==> src/rtl/md_unit.sv <==
// Iterative multiply/divide unit with architectural HI/LO for the multi-cycle MIPS EX step.
// Optional build macro MD_UNIT_EARLY_OUT_EN lets multiplies finish once the multiplier is exhausted.
module md_unit #(
  parameter int WIDTH = 32,
  parameter int CNT_W = 5
) (
  input  logic             clk,
  input  logic             rstn,
  input  logic             start,
  input  logic [1:0]       op,
  input  logic [WIDTH-1:0] A,
  input  logic [WIDTH-1:0] B,
  input  logic             hi_we,
  input  logic             lo_we,
  output logic             busy,
  output logic             done,
  output logic             div_by_zero,
  output logic [WIDTH-1:0] hi,
  output logic [WIDTH-1:0] lo
);

  localparam int W2 = 2 * WIDTH;

  typedef enum logic [1:0] {S_IDLE, S_CALC, S_FINISH} state_e;

  state_e             state_q, state_d;
  logic [CNT_W-1:0]   cnt_q, cnt_d;
  // acc: product accumulator (mult) or partial remainder in the low half (div)
  logic [W2-1:0]      acc_q, acc_d;
  // opa: left-shifting multiplicand (mult) or divisor in the low half (div)
  logic [W2-1:0]      opa_q, opa_d;
  // opb: right-shifting multiplier (mult) or dividend shifting into quotient (div)
  logic [WIDTH-1:0]   opb_q, opb_d;
  logic               is_div_q, is_div_d;
  logic               neg_q, neg_d;
  logic               rneg_q, rneg_d;
  logic               dbz_q, dbz_d;
  logic               dbz_out_q, dbz_out_d;
  logic               done_q, done_d;
  logic [WIDTH-1:0]   hi_q, hi_d;
  logic [WIDTH-1:0]   lo_q, lo_d;

  logic               op_signed;
  logic [WIDTH-1:0]   a_abs, b_abs;
  logic [WIDTH:0]     shift_rem;
  logic [WIDTH-1:0]   rem_diff;
  logic               rem_ge;
  logic [W2-1:0]      prod_fix;
  logic [WIDTH-1:0]   quo_fix, rem_fix;
  logic               early_out;

  assign op_signed = ~op[0];
  assign a_abs     = (op_signed && A[WIDTH-1]) ? -A : A;
  assign b_abs     = (op_signed && B[WIDTH-1]) ? -B : B;

  // Restoring step: bring in the next dividend bit, subtract only if it fits.
  assign shift_rem = {acc_q[WIDTH-1:0], opb_q[WIDTH-1]};
  assign rem_ge    = shift_rem >= {1'b0, opa_q[WIDTH-1:0]};
  assign rem_diff  = shift_rem[WIDTH-1:0] - opa_q[WIDTH-1:0];

  assign prod_fix  = neg_q  ? -acc_q             : acc_q;
  assign quo_fix   = neg_q  ? -opb_q             : opb_q;
  assign rem_fix   = rneg_q ? -acc_q[WIDTH-1:0]  : acc_q[WIDTH-1:0];

`ifdef MD_UNIT_EARLY_OUT_EN
  assign early_out = !is_div_q && (opb_q == '0);
`else
  assign early_out = 1'b0;
`endif

  always_comb begin
    // NOTE: every _d gets a hold default first so no path through the case infers a latch.
    state_d   = state_q;
    cnt_d     = cnt_q;
    acc_d     = acc_q;
    opa_d     = opa_q;
    opb_d     = opb_q;
    is_div_d  = is_div_q;
    neg_d     = neg_q;
    rneg_d    = rneg_q;
    dbz_d     = dbz_q;
    dbz_out_d = dbz_out_q;
    done_d    = 1'b0;
    hi_d      = hi_q;
    lo_d      = lo_q;

    case (state_q)
      S_IDLE: begin
        if (start) begin
          state_d   = S_CALC;
          cnt_d     = '0;
          acc_d     = '0;
          is_div_d  = op[1];
          neg_d     = op_signed && (A[WIDTH-1] ^ B[WIDTH-1]);
          rneg_d    = op_signed && A[WIDTH-1];
          dbz_d     = op[1] && (B == '0);
          dbz_out_d = 1'b0;
          if (op[1]) begin
            opa_d = {{WIDTH{1'b0}}, b_abs};
            opb_d = a_abs;
          end else begin
            opa_d = {{WIDTH{1'b0}}, a_abs};
            opb_d = b_abs;
          end
        end else begin
          if (hi_we) hi_d = A;
          if (lo_we) lo_d = A;
        end
      end

      S_CALC: begin
        cnt_d = cnt_q + CNT_W'(1);
        if (is_div_q) begin
          if (dbz_q) begin
            state_d = S_FINISH;
          end else begin
            opb_d = {opb_q[WIDTH-2:0], rem_ge};
            acc_d = {{WIDTH{1'b0}}, rem_ge ? rem_diff : shift_rem[WIDTH-1:0]};
            if (cnt_q == '1) state_d = S_FINISH;
          end
        end else if (early_out) begin
          state_d = S_FINISH;
        end else begin
          if (opb_q[0]) acc_d = acc_q + opa_q;
          opa_d = opa_q << 1;
          opb_d = opb_q >> 1;
          if (cnt_q == '1) state_d = S_FINISH;
        end
      end

      S_FINISH: begin
        state_d   = S_IDLE;
        done_d    = 1'b1;
        dbz_out_d = dbz_q;
        if (!dbz_q) begin
          if (is_div_q) begin
            hi_d = rem_fix;
            lo_d = quo_fix;
          end else begin
            hi_d = prod_fix[W2-1:WIDTH];
            lo_d = prod_fix[WIDTH-1:0];
          end
        end
      end

      default: state_d = S_IDLE;
    endcase
  end

  always_ff @(posedge clk or negedge rstn) begin
    // NOTE: state registers use non-blocking assignment so every flop sees pre-edge values.
    if (!rstn) begin
      state_q   <= S_IDLE;
      cnt_q     <= '0;
      acc_q     <= '0;
      opa_q     <= '0;
      opb_q     <= '0;
      is_div_q  <= 1'b0;
      neg_q     <= 1'b0;
      rneg_q    <= 1'b0;
      dbz_q     <= 1'b0;
      dbz_out_q <= 1'b0;
      done_q    <= 1'b0;
      hi_q      <= '0;
      lo_q      <= '0;
    end else begin
      state_q   <= state_d;
      cnt_q     <= cnt_d;
      acc_q     <= acc_d;
      opa_q     <= opa_d;
      opb_q     <= opb_d;
      is_div_q  <= is_div_d;
      neg_q     <= neg_d;
      rneg_q    <= rneg_d;
      dbz_q     <= dbz_d;
      dbz_out_q <= dbz_out_d;
      done_q    <= done_d;
      hi_q      <= hi_d;
      lo_q      <= lo_d;
    end
  end

  assign busy        = (state_q != S_IDLE);
  assign done        = done_q;
  assign div_by_zero = dbz_out_q;
  assign hi          = hi_q;
  assign lo          = lo_q;

endmodule

==> config.mk <==
export PLATFORM = sky130hd
export DESIGN_NAME = md_unit
export DESIGN_NICKNAME = d
export VERILOG_FILES = /design/src/rtl/md_unit.sv
export SDC_FILE = /design/constraint.sdc
export NUM_CORES = 1
export LEC_CHECK = 0
export CORE_MARGIN = 2
export CORE_UTILIZATION = 50
export CTS_CLUSTER_DIAMETER = 40
export DETAILED_ROUTE_END_ITERATION = 12
export PLACE_DENSITY_LB_ADDON = 0.08
export SLEW_MARGIN = 20
export SYNTH_ARGS = -nofsm -noshare
export SYNTH_HDL_FRONTEND = slang
export SYNTH_SLANG_ARGS = --single-unit
==> constraint.sdc <==
create_clock -name clk -period 3.39 [get_ports clk]
set_input_delay 0.678 -clock clk [delete_from_list [all_inputs] [get_ports clk]]
set_output_delay 0.678 -clock clk [all_outputs]
set_load 0.1 [all_outputs]
==> key figures, run 1 <==
Setup path
  – Buf+Inv Stages, Crit Path: 0
  – Critical-path cell list: or4_4, or3_4, or3_4, or4_4, or4_4, o31ai_2, xnor2_1, nor2_1, a211oi_1, a21oi_1, a21oi_1
  – Crit Path Class: reg -> reg
  – Slowest stage cell on the critical path: or4_4
  – CP peak stage delay: 0.55 ns
  – CP dominant cell by count: or4_4
  – Crit path max-delay family: simple AND/OR/NAND/NOR gates
  – Worst Path Arrival: 4.10 ns
  – CP required: 3.88 ns
  – CP endpoint kind: register
  – Crit-path max FO: 3
  – Startpoint class of the critical path: register

Global route
  – Largest net degree at the start of global routing: 104
  – Gr usage total: 38.1%
  – Initial antenna violation count: 0
  – Gr ovfl total: 0
  – Vias in the first global route: 21800
  – Global-route wire length before repair: 128000 µm

Clock network
  – Hold-fix buffer count after cts: 0
  – Inserted Clock Buffers: 43
  – Worst-case clock buffer depth: 3
  – CTS root buf: clkbuf_16
  – CTS tree: yes
  – H-tree depth: 2
  – Worst-Skew Late Latency: 0.57 ns
  – Num Clock Sinks: 237
  – Reg clk slew, reported paths: 0.05 ns

Pwr
  – Final Power: ~32000 µW
  – Power per Cell Area: roughly 1200 nW/µm²
  – Leak: 0.0125 µW
  – Peak supply drop: 0.803 mV

Logic synthesis
  – Synth Net Count: 2847
  – Synth top area share: 28.5%
  – Register area share after synthesis: ~28%
  – Top FF cell, synth: dfrtp_1
  – Post-synth top area cell: dfrtp_1
  – Ys Warns: 0
  – Synth Instances: 2673
  – Synth area leaders: dfrtp_1 28%, xnor2_1 6.4%, a21oi_1 6.2%
  – Mapped cell area: 20800 µm²
  – Async SR Flop Fraction: 100%
  – Syn_area_per_cell: between 7 and 8 µm²
  – Unique masters post-synth: 72
  – EDFF count, synth: 0
  – Synthesis-stage register bit count: 237

Route
  – DRC Markers: 0
  – Vias: 22900
  – DRT antenna net count: 0
  – Via-to-Cell Ratio: 6.21
  – Iteration-0 DRC Markers: 2378
  – Drt wl/cell: between 20 and 25 µm
  – Wirelength, routed: about 84000 µm
  – Pre-Repair DR Iteration Count: 6

Place
  – Post-Place Cells: 3586
  – Port Buffer Count: 137
  – Final GP Congestion: between 1 and 1.5
  – Post-place setup slack: -0.602 ns
  – Dpl hpwl: ~65000 µm

Timing
  – Crit path time final: 3.61 ns
  – Post-Route Skew: approximately 0.028 ns
  – Final worst setup slack: -0.220 ns
  – RSZ-0062 raised after global routing: yes
  – Hold slack: 0.0970 ns
  – Worst-Margin Slew: approximately 0.97 ns
  – Slew HR: around a third
  – Final setup violating endpoints: 17
  – Period utilization: 106%
  – Max Freq: about 0.28 GHz
  – Hold Fails Final Rpt: 0
  – Final Slew Violations: 0

Floorplanning
  – Initial Utilization: 50.8%
  – Die X: between 200 and 250 µm
  – Die Ht: 208 µm
  – Io pins: 138
  – Num rows: 74
  – Die area: 43300 µm²
  – Core area: a little over 40000 µm²

Flow run
  – Max-cap viol count: 0

Final layout
  – Layout fillers: 3497
  – Sequential Area: 5940 µm²
  – Post-route non-filler standard cell count: roughly 3700
  – Core Util, Final: about 68%
  – Synth-to-layout area growth: 33.8%
  – Layout cells sized above 1: 23.7%
  – Multi-input logic area: between 10000 and 15000 µm²
  – Antenna diode count: 0
  – Final layout net count: approximately 3300

Run status
  – Failing checks: negative setup slack
  – Status: complete, but fails checks

Hold path
  – Worst Hold Class: in -> async
[cells in the mapped netlist (all sizes together) (24+ instances only)]
cell type  count
a211oi        82
a21o          67
a21oi        256
a22o          38
a31oi         39
and2          24
clkbuf       165
dfrtp        237
ha           101
inv           68
mux2i         86
nand2        329
nand3         55
nor2         213
nor3          33
o21ai        239
o31ai         52
or3           27
or4           28
xnor2        153
xor2         113
[worst paths after layout]
kind,startpoint,to,slack [ns],depth (start not counted)
setup / recovery,acc_q[45]$_DFFE_PN0P_,hi[28]$_DFFE_PN0P_,-0.22,11
hold / removal,rstn,opb_q[11]$_DFFE_PN0P_,0.1,1
setup reg to reg,acc_q[45]$_DFFE_PN0P_,hi[28]$_DFFE_PN0P_,-0.22,11
hold reg to reg,lo[8]$_DFFE_PN0P_,lo[8]$_DFFE_PN0P_,0.48,2
max in group asynchronous,rstn,neg_q$_DFFE_PN0P_,2.31,2
min in group clk,lo[8]$_DFFE_PN0P_,lo[8]$_DFFE_PN0P_,0.48,2
[where the power goes]
part           internal, µW  switching, µW  total (µW)
clock network          2890           1570        4460
registers              3990           1320        5320
logic                  9230          13300       22500
total                 16100          16200       32300
[timing repair]
item	in CTS	in global routing
gates cloned	0	0
resized for setup	59	126
setup buffers	7	23
endpoints found under the setup margin	62	88
hold endpoints to repair	0	0
pin swaps	23	67
[placed cells by master, fill, tap and decap left out, types with 37 or more instances in the layout]
cell	count
buf_4	496
nand2_1	328
a21oi_1	242
dfrtp_1	229
nor2_1	212
o21ai_0	202
xnor2_1	150
xor2_1	110
ha_1	89
mux2i_1	83
clkdlybuf4s50_1	73
a211oi_1	67
a21o_1	67
inv_1	60
nand3_1	52
clkbuf_16	45
o31ai_1	43
a22o_1	38
a31oi_1	37
[area by class of cell]
cell class	instances	area share, %
clock buffer	54	4.30
clock inverter	24	0.983
inverter	68	0.925
multi-input combinational	2183	52.8
sequential	237	21.3
tap	532	2.39
timing repair buffer	592	17.2
[layer usage]
metal	routed length [µm]	vias up	track usage [%]
li1	-	10600	-
met1	35500	11000	51.8
met2	36700	1105	58.3
met3	7370	243	6.43
met4	4830	0	20.0
met5	0	-	0
[cells by family (layout without fill, tap and decap cells)]
| family | Yosys count | in the layout | share of synthesized area (%) |
|---|---|---|---|
| AOI/OAI and AO/OA | 906 | 906 | 27.1 |
| xor gates and xnor gates | 266 | 266 | 11.2 |
| adders and majority gates | 103 | 103 | 6.26 |
| buffers and inverters | 253 | 738 | 4.61 |
| DFF | 237 | 237 | 28.5 |
| muxes | 89 | 89 | 4.35 |
| and+or+nand+nor | 819 | 819 | 18.0 |
[flip-flops by register name, summed over array words and instances, names as in the netlist, 2 cells and up]
| name | count |
|---|---|
| cnt_q | 5 |
| opa_q | 64 |
| lo | 32 |
| state_q | 2 |
| acc_q | 64 |
| hi | 32 |
| opb_q | 32 |
[stage by stage]
step / cell area (µm²) / TNS (ns)
floorplan: 20900 / -0.292
global placement: 25400 / -7.45
detailed placement: 25400 / -10.55
CTS: 27200 / -1.53
global route: 27900 / -4.50
finish: 27900 / -1.37
No activity file was read; power rests on OpenSTA's default activity.
==> run 2, diff against run 1 <==
==> constraint.sdc (replaced) <==
create_clock -name clk -period 3.39 [get_ports clk]
set_input_delay 0.8475 -clock clk [delete_from_list [all_inputs] [get_ports clk]]
set_output_delay 0.8475 -clock clk [all_outputs]
set_load 0.1 [all_outputs]
==> run 2 against run 1 <==
Net effect:
- the flow still finishes with violations (negative setup slack)
- register-to-register slack got worse by 0.08 ns
- sequential share of layout area decreased by 0.14 points
- power increased by 0.38%
- clock-buffer cell count increased by 1
- setup slack got worse by 0.082 ns
- non-clock buffer count increased by 12
==> key figures, run 2 (synthesized netlist as in run 1, its figures left out) <==
Clock network
  – Reg clk slew, reported paths: 0.05 ns
  – H-tree depth: 2
  – CTS tree: yes
  – Worst-Skew Late Latency: slightly below 0.6 ns
  – CTS root buf: clkbuf_16
  – Num Clock Sinks: 237
  – Inserted Clock Buffers: 47
  – Worst-case clock buffer depth: 3
  – Hold-fix buffer count after cts: 0

Final layout
  – Antenna diode count: 0
  – Sequential Area: 5940 µm²
  – Final layout net count: 3315
  – Most common cell after layout, fill and taps aside: buf_4
  – Regs by FF count: acc_q: 64 flops, opa_q: 64 flops
  – Multi-input logic area: 14700 µm²
  – Synth-to-layout area growth: 34.6%
  – Layout cells sized above 1: 24.0%
  – Layout fillers: 3497
  – Commonest non-fill, non-tap cells in the layout: 523 x buf_4, 328 x nand2_1, 242 x a21oi_1

Setup path
  – Slowest stage cell on the critical path: or4_4
  – CP endpoint kind: register
  – CP peak stage delay: 0.55 ns
  – Crit path max-delay family: simple AND/OR/NAND/NOR gates
  – Critical-path cell list: or4_4, or3_4, or3_4, or4_4, buf_4, buf_6, o31ai_1, xnor2_1, nor2_1, a211oi_1, buf_4, a21oi_1, a21oi_1
  – Startpoint class of the critical path: register
  – CP required: 3.90 ns
  – Buf+Inv Stages, Crit Path: 3
  – Crit Path Class: reg -> reg
  – Crit-path max FO: 3
  – Worst Path Arrival: 4.20 ns
  – Worst R2R Setup Slack: -0.30 ns

Timing
  – RSZ-0062 raised after global routing: yes
  – Post-Route Skew: between 0.03 and 0.04 ns
  – Final Slew Violations: 0
  – Period utilization: 109%
  – Max Freq: ~0.27 GHz
  – Slew HR: 32.5%
  – Final setup violating endpoints: 13
  – Worst-Margin Slew: 1.01 ns
  – Hold slack: 0.241 ns
  – Hold Fails Final Rpt: 0
  – Crit path time final: roughly 3.7 ns
  – Final worst setup slack: -0.302 ns
  – Fin Setup TNS: -1.44 ns

Floorplanning
  – Die Ht: 208 µm
  – Core area: 41000 µm²
  – Initial Utilization: 50.8%
  – Die X: approximately 210 µm
  – Die area: approximately 43000 µm²
  – Num rows: 74
  – Io pins: 138

Pwr
  – Final Power: roughly 32000 µW
  – Peak supply drop: 0.849 mV
  – Power per Cell Area: between 1000 and 1500 nW/µm²
  – Leak: 0.0127 µW

Flow run
  – Max-cap viol count: 0

Place
  – Final GP Congestion: 1.01
  – Post-place setup slack: -0.448 ns
  – Dpl hpwl: 64800 µm
  – Port Buffer Count: approximately 140

Route
  – Drt wl/cell: 22.8 µm
  – DRT antenna net count: 0
  – Wirelength, routed: around 84000 µm
  – Vias: approximately 23000
  – DRC Markers: 0
  – Pre-Repair DR Iteration Count: 5
  – Via-to-Cell Ratio: 6.18
  – Iteration-0 DRC Markers: 2401

Global route
  – Gr usage total: 38.1%
  – Global-route wire length before repair: between 100000 and 150000 µm
  – Gr ovfl total: 0
  – Initial antenna violation count: 1
  – Vias in the first global route: 21900
  – Largest net degree at the start of global routing: 96

Run status
  – Status: complete, but fails checks
  – Failing checks: negative setup slack

Hold path
  – Worst Hold Class: in -> async
[run 2: cell type report]
cell class / count / area share [%]
timing repair buffer: 604 / 17.2
sequential: 237 / 21.2
multi-input combinational: 2183 / 52.5
clock buffer: 55 / 4.48
tap: 532 / 2.37
clock inverter: 31 / 1.43
inverter: 68 / 0.919
[run 2: final timing paths]
| path | from | endpoint | depth (start not counted) |
|---|---|---|---|
| worst max-delay path | acc_q[45]$_DFFE_PN0P_ | hi[22]$_DFFE_PN0P_ | 13 |
| worst min-delay path | rstn | opb_q[12]$_DFFE_PN0P_ | 1 |
| worst max register to register | acc_q[45]$_DFFE_PN0P_ | hi[22]$_DFFE_PN0P_ | 13 |
| max in group asynchronous | rstn | opa_q[60]$_DFFE_PN0P_ | 2 |
| min in group clk | lo[28]$_DFFE_PN0P_ | lo[28]$_DFFE_PN0P_ | 2 |
| worst min register to register | lo[28]$_DFFE_PN0P_ | lo[28]$_DFFE_PN0P_ | 2 |
[run 2: worst reg2reg max path, delay by kind of cell (launching register included)]
family | cells | cell delay, ns
flip-flops | 1 | 0.37
XOR/XNOR | 1 | 0.18
AO/OA/AOI/OAI | 4 | 0.76
buffers and inverters | 3 | 0.43
AND/OR/NAND/NOR | 5 | 1.88
[run 2: power by group]
group	total (µW)	switching, µW	internal, µW
registers	5380	1400	3990
clock network	4930	1720	3210
logic	22100	13100	9040
[run 2: timing repair]
item	in CTS	in global routing
pin swaps	27	45
setup buffers	7	9
setup endpoints to repair	76	94
endpoints found under the hold margin	0	0
resized for setup	57	99
[run 2: metrics by stage]
stage	instances	cell area (µm²)	util (%)
final	3710	28000	68.4
after CTS	3702	27500	67.0
after global placement	3609	25600	62.3
after global routing	3710	28000	68.4
after floorplan	2673	20900	-
after detailed placement	3609	25600	62.3
[run 2: metal layers]
layer	GRT usage [%]	vias up	routed length, µm
li1	-	10600	-
met1	52.4	11100	36300
met2	58.7	1085	36900
met3	6.82	202	6950
met4	17.1	2	4320
met5	0	-	8
==> patch 1 (config.mk and constraints of run 1) <==
Change the parameter `WIDTH` from 32 to 16.
--- a/src/rtl/md_unit.sv
+++ b/src/rtl/md_unit.sv
@@ -1,7 +1,7 @@
 // Iterative multiply/divide unit with architectural HI/LO for the multi-cycle MIPS EX step.
 // Optional build macro MD_UNIT_EARLY_OUT_EN lets multiplies finish once the multiplier is exhausted.
 module md_unit #(
-  parameter int WIDTH = 32,
+  parameter int WIDTH = 16,
   parameter int CNT_W = 5
 ) (
   input  logic             clk,
Ports: changed (resized A, B, hi and lo); port bits go from 138 to 74. No check against the original RTL was run, so the function may have changed too.
==> patch 1 against run 1 <==
- count of clock-buffer cells in the layout is 36 lower
- worst hold slack better by 110 ps
- worst setup slack better by 400 ps
- wire length is 63% lower
- total power is 56% lower
- synthesized area is 50% lower
- non-clock buffer count is 477 lower
- sequential cell count is 112 lower
- cell count is 56% lower
- cell area is 57% lower
- maximum frequency is 13% higher
==> patch 1: results (changes against run 1) <==
| Metric | Value |
|---|---|
| Initial DRC count | `823 (-65%)` |
| Clk_lat worst skew | `440 ps (-130 ps)` |
| Pre-CTS setup slack | `79.3 ps (+681 ps)` |
| Worst EP arrival | `3530 ps (-570 ps)` |
| Leakage | `5.15 nW (-59%)` |
| Slew Limit Headroom | `35.8% (+0.76 points)` |
| Multiplexer area fraction after synthesis | `4.29% (-0.055 points)` |
| Status | `finished, final reports clean` |
| Sequential share of cell area | `26.2% (+4.9 points)` |
| Post-synth top cells | `nand2_1, nor2_1, dfrtp_1` |
| H-tree depth | `4 (+2)` |
| Synth area leaders | `dfrtp_1, nand2_1, ha_1, xnor2_1, a21oi_1` |
| Inverters | `45 (-34%)` |
| Reg-to-reg startpoint | `acc_q[4]` |
| Post-Synth Adder-Cell Area | `6.80% (+0.54 points)` |
| Final setup viols | `0 (-17)` |
| Seq/Total Area, Yosys | `30.2% (+1.8 points)` |
| Worst-case clock skew | `11.0 ps (-17.5 ps)` |
| Longest Clk Path Bufs | `2 (-1)` |
| Number of port buffers | `73 (-47%)` |
| CLK BUF | `18 (-67%)` |
| Worst-path fanout max | `8 (+5)` |
| Layout area overhead | `15.5%` |
| Max IR drop VDD | `0.595 mV (-26%)` |
| FFs & Latches | `125 (-47%)` |
| Met2 Use GR | `44.6% (-14 points)` |
| Critical path destination | `acc_q[31]` |
| Post-CTS Setup Bufs | `0 (-7)` |
patch 1: cell types whose count changed after synthesis, moves of 83 or more:
cell | before | now
nand2_1 | 329 | 180
o21ai_0 | 229 | 75
a21oi_1 | 256 | 118
xnor2_1 | 153 | 70
nor2_1 | 213 | 130
clkbuf_1 | 164 | 58
dfrtp_1 | 237 | 125
patch 1: metrics by stage:
stage	cells	hold slack, ps	total power [W]
floorplan	1291	382	0.0100
detailed placement	1595	497	0.0123
finish	1627	206	0.0143
CTS	1627	213	0.0143
global placement	1595	490	0.0122
global route	1627	237	0.0154
patch 1: power by group through the flow:
stage          clock network [W]  registers, W  logic (W)
5_1_grt                  0.00198       0.00327     0.0101
3_3_place_gp                   0       0.00316    0.00908
4_1_cts                  0.00192       0.00315    0.00918
2_1_floorplan                  0       0.00411    0.00594
3_5_place_dp                   0       0.00318    0.00915
6_report                 0.00190       0.00318    0.00925
==> patch 2 (settings of run 1) <==
Made on the original files. Add an input register stage for `start`, `op`, `A`, `B`, `hi_we` and `lo_we`; this delays them by one clock.
--- a/src/rtl/md_unit.sv
+++ b/src/rtl/md_unit.sv
@@ -23,6 +23,22 @@
 
   typedef enum logic [1:0] {S_IDLE, S_CALC, S_FINISH} state_e;
 
+  logic start_q;
+  logic [1:0] op_q;
+  logic [WIDTH-1:0] A_q;
+  logic [WIDTH-1:0] B_q;
+  logic hi_we_q;
+  logic lo_we_q;
+
+  always_ff @(posedge clk) begin
+    start_q <= start;
+    op_q    <= op;
+    A_q     <= A;
+    B_q     <= B;
+    hi_we_q <= hi_we;
+    lo_we_q <= lo_we;
+  end
+
   state_e             state_q, state_d;
   logic [CNT_W-1:0]   cnt_q, cnt_d;
   // acc: product accumulator (mult) or partial remainder in the low half (div)
@@ -49,9 +65,9 @@
   logic [WIDTH-1:0]   quo_fix, rem_fix;
   logic               early_out;
 
-  assign op_signed = ~op[0];
-  assign a_abs     = (op_signed && A[WIDTH-1]) ? -A : A;
-  assign b_abs     = (op_signed && B[WIDTH-1]) ? -B : B;
+  assign op_signed = ~op_q[0];
+  assign a_abs     = (op_signed && A_q[WIDTH-1]) ? -A_q : A_q;
+  assign b_abs     = (op_signed && B_q[WIDTH-1]) ? -B_q : B_q;
 
   // Restoring step: bring in the next dividend bit, subtract only if it fits.
   assign shift_rem = {acc_q[WIDTH-1:0], opb_q[WIDTH-1]};
@@ -86,16 +102,16 @@
 
     case (state_q)
       S_IDLE: begin
-        if (start) begin
+        if (start_q) begin
           state_d   = S_CALC;
           cnt_d     = '0;
           acc_d     = '0;
-          is_div_d  = op[1];
-          neg_d     = op_signed && (A[WIDTH-1] ^ B[WIDTH-1]);
-          rneg_d    = op_signed && A[WIDTH-1];
-          dbz_d     = op[1] && (B == '0);
+          is_div_d  = op_q[1];
+          neg_d     = op_signed && (A_q[WIDTH-1] ^ B_q[WIDTH-1]);
+          rneg_d    = op_signed && A_q[WIDTH-1];
+          dbz_d     = op_q[1] && (B_q == '0);
           dbz_out_d = 1'b0;
-          if (op[1]) begin
+          if (op_q[1]) begin
             opa_d = {{WIDTH{1'b0}}, b_abs};
             opb_d = a_abs;
           end else begin
@@ -103,8 +119,8 @@
             opb_d = b_abs;
           end
         end else begin
-          if (hi_we) hi_d = A;
-          if (lo_we) lo_d = A;
+          if (hi_we_q) hi_d = A_q;
+          if (lo_we_q) lo_d = A_q;
         end
       end
 
Check against the original RTL: not equivalent (a bounded check fails within 4 cycles, from zero or initial values and one cycle with rstn low).
==> patch 2 against run 1 <==
- cell area fell by 1.5%
- synthesized area rose by 7.4%
- total power up 7.2%
- maximum frequency is 9.0% higher
- first-iteration DRC count fell by 8.4%
- sequential cell count is 69 higher
- utilization down 5.9 points
- worst setup slack better by 300 ps
- non-clock buffer count decreased by 257
- die area is 7.3% higher
- worst hold slack better by 380 ps
- wire length down 0.29%
- largest power group unchanged
- highest routed layer unchanged
==> patch 2: results (changes against run 1) <==
| Metric | Value |
|---|---|
| Cell Area, Placed | `25,100 sq um (-1.2%)` |
| Xor/xnor share of the synthesized area | `10.2% (-0.97 points)` |
| Min-delay worst type | `reg -> reg` |
| Post-Synth Adder-Cell Area | `5.83% (-0.43 points)` |
| Total CTS buffers | `58 (+35%)` |
| Initial DRC count | `2,178 (-8.4%)` |
| Layout cells sized above 1 | `15.0% (-8.7 points)` |
| Slew at the pin with the worst max-slew slack | `1080 ps (+109 ps)` |
| Placed insts | `3,506 (-2.2%)` |
| DRT Pass-1 Iters | `5 (-1)` |
| Status | `finished, final reports clean` |
| Mapped Nets | `2,954 (+3.8%)` |
| Wirelength, routed | `84,200 um (-0.29%)` |
| Largest net degree at the start of global routing | `147 (+41%)` |
| Post-DP HPWL | `64,300 um (-0.47%)` |
| Synth area leaders | `dfrtp_1, dfxtp_1, nand2_1, ha_1, a21oi_1` |
| Gpl congestion | `1.00 (-1.4%)` |
| Vias in the first global route | `21,400 (-1.9%)` |
| Via density | `6.16 (-0.70%)` |
| Fillers | `3,936 (+13%)` |
| Leakage | `12.0 nW (-3.8%)` |
| Switch Pwr | `0.0177 W (+9.3%)` |
| Worst-case clock skew | `26.2 ps (-2.25 ps)` |
| Max IR drop VDD | `0.693 mV (-14%)` |
| Final std cells w/o fill | `3,623 (-1.8%)` |
| Clk_lat worst skew | `620 ps (+50 ps)` |
==> patch 2: cell types whose count changed after synthesis, sizes merged, moves of 19 or more <==
| cell | run 1 | this run |
|---|---|---|
| a211oi | 82 | 59 |
| dfxtp | 0 | 69 |
| mux2i | 86 | 67 |
| nand2 | 329 | 356 |
| o211ai | 19 | 40 |
==> patch 2: per-stage QoR <==
stage,util (%),TNS [ps],hold WS (ps),total power (W)
5_1_grt,62.1,-115,482,0.0367
6_report,62.1,0,478,0.0346
3_3_place_gp,56.9,-129,464,0.0277
2_1_floorplan,-,0,382,0.0209
3_5_place_dp,56.9,-262,474,0.0279
4_1_cts,61.5,-0.0626,471,0.0340
==> patch 2: path summary, 6_finish.rpt <==
kind                            from         to  slack, ps  depth (start not counted)
min in group asynchronous       rstn   opb_q[7]        590                          2
max reg2reg                acc_q[26]     hi[26]         80                          9
max in group asynchronous       rstn  opa_q[19]       1880                          3
min                            lo[8]      lo[8]        480                          2
max                        acc_q[26]     hi[26]         80                          9
min reg2reg                    lo[8]      lo[8]        480                          2
==> patch 2: kinds of logic (layout without fill, tap and decap cells) <==
kind of cell | Yosys count | in the layout
and+or+nand+nor | 855 | 855
xor gates and xnor gates | 261 | 261
muxes | 72 | 72
adders and majority gates | 103 | 103
buffers and inverters | 263 | 514
DFF | 306 | 306
AOI/OAI and AO/OA | 920 | 920
==> patch 2: layer usage <==
metal | track usage, % | wire length (um) | vias to the layer above
li1 | - | - | 10400
met1 | 48.3 | 36000 | 10800
met2 | 55.8 | 37900 | 915
met3 | 4.88 | 5700 | 203
met4 | 18.2 | 4570 | 0
met5 | 0 | 0 | -
==> patch 2: power by group through the flow <==
stage / Sequential, W / Combinational, W / Clock [W]
final: 0.00662 / 0.0221 / 0.00592
after detailed placement: 0.00659 / 0.0213 / 0
after global placement: 0.00656 / 0.0211 / 0
after CTS: 0.00655 / 0.0214 / 0.00599
after global routing: 0.00675 / 0.0238 / 0.00618
after floorplan: 0.00862 / 0.0123 / 0
==> patch 2: critical path: stages (launching register included) <==
cell      delay, ps
dfrtp_1         430
or4_4           550
or4b_4          520
nor3_4          220
nand3b_2        110
or4_4           460
or3_4           370
o21ai_2         140
xnor2_1          70
a221o_1         320
==> patch 2: cell type report <==
cell class / instances / area share (%)
clock buffer: 73 / 5.82
clock inverter: 35 / 1.48
inverter: 71 / 0.970
multi-input combinational: 2211 / 52.2
sequential: 306 / 26.6
tap: 592 / 2.70
timing repair buffer: 335 / 10.2
==> patch 2: timing repair <==
action / 4_1_cts / 5_1_grt
hold endpoints to repair: 46 / 0
buffers inserted: 0 / 8
hold buffers: 1 / 0
setup endpoints to repair: 15 / 66
pin swaps: 1 / 8
gates resized for setup: 10 / 52
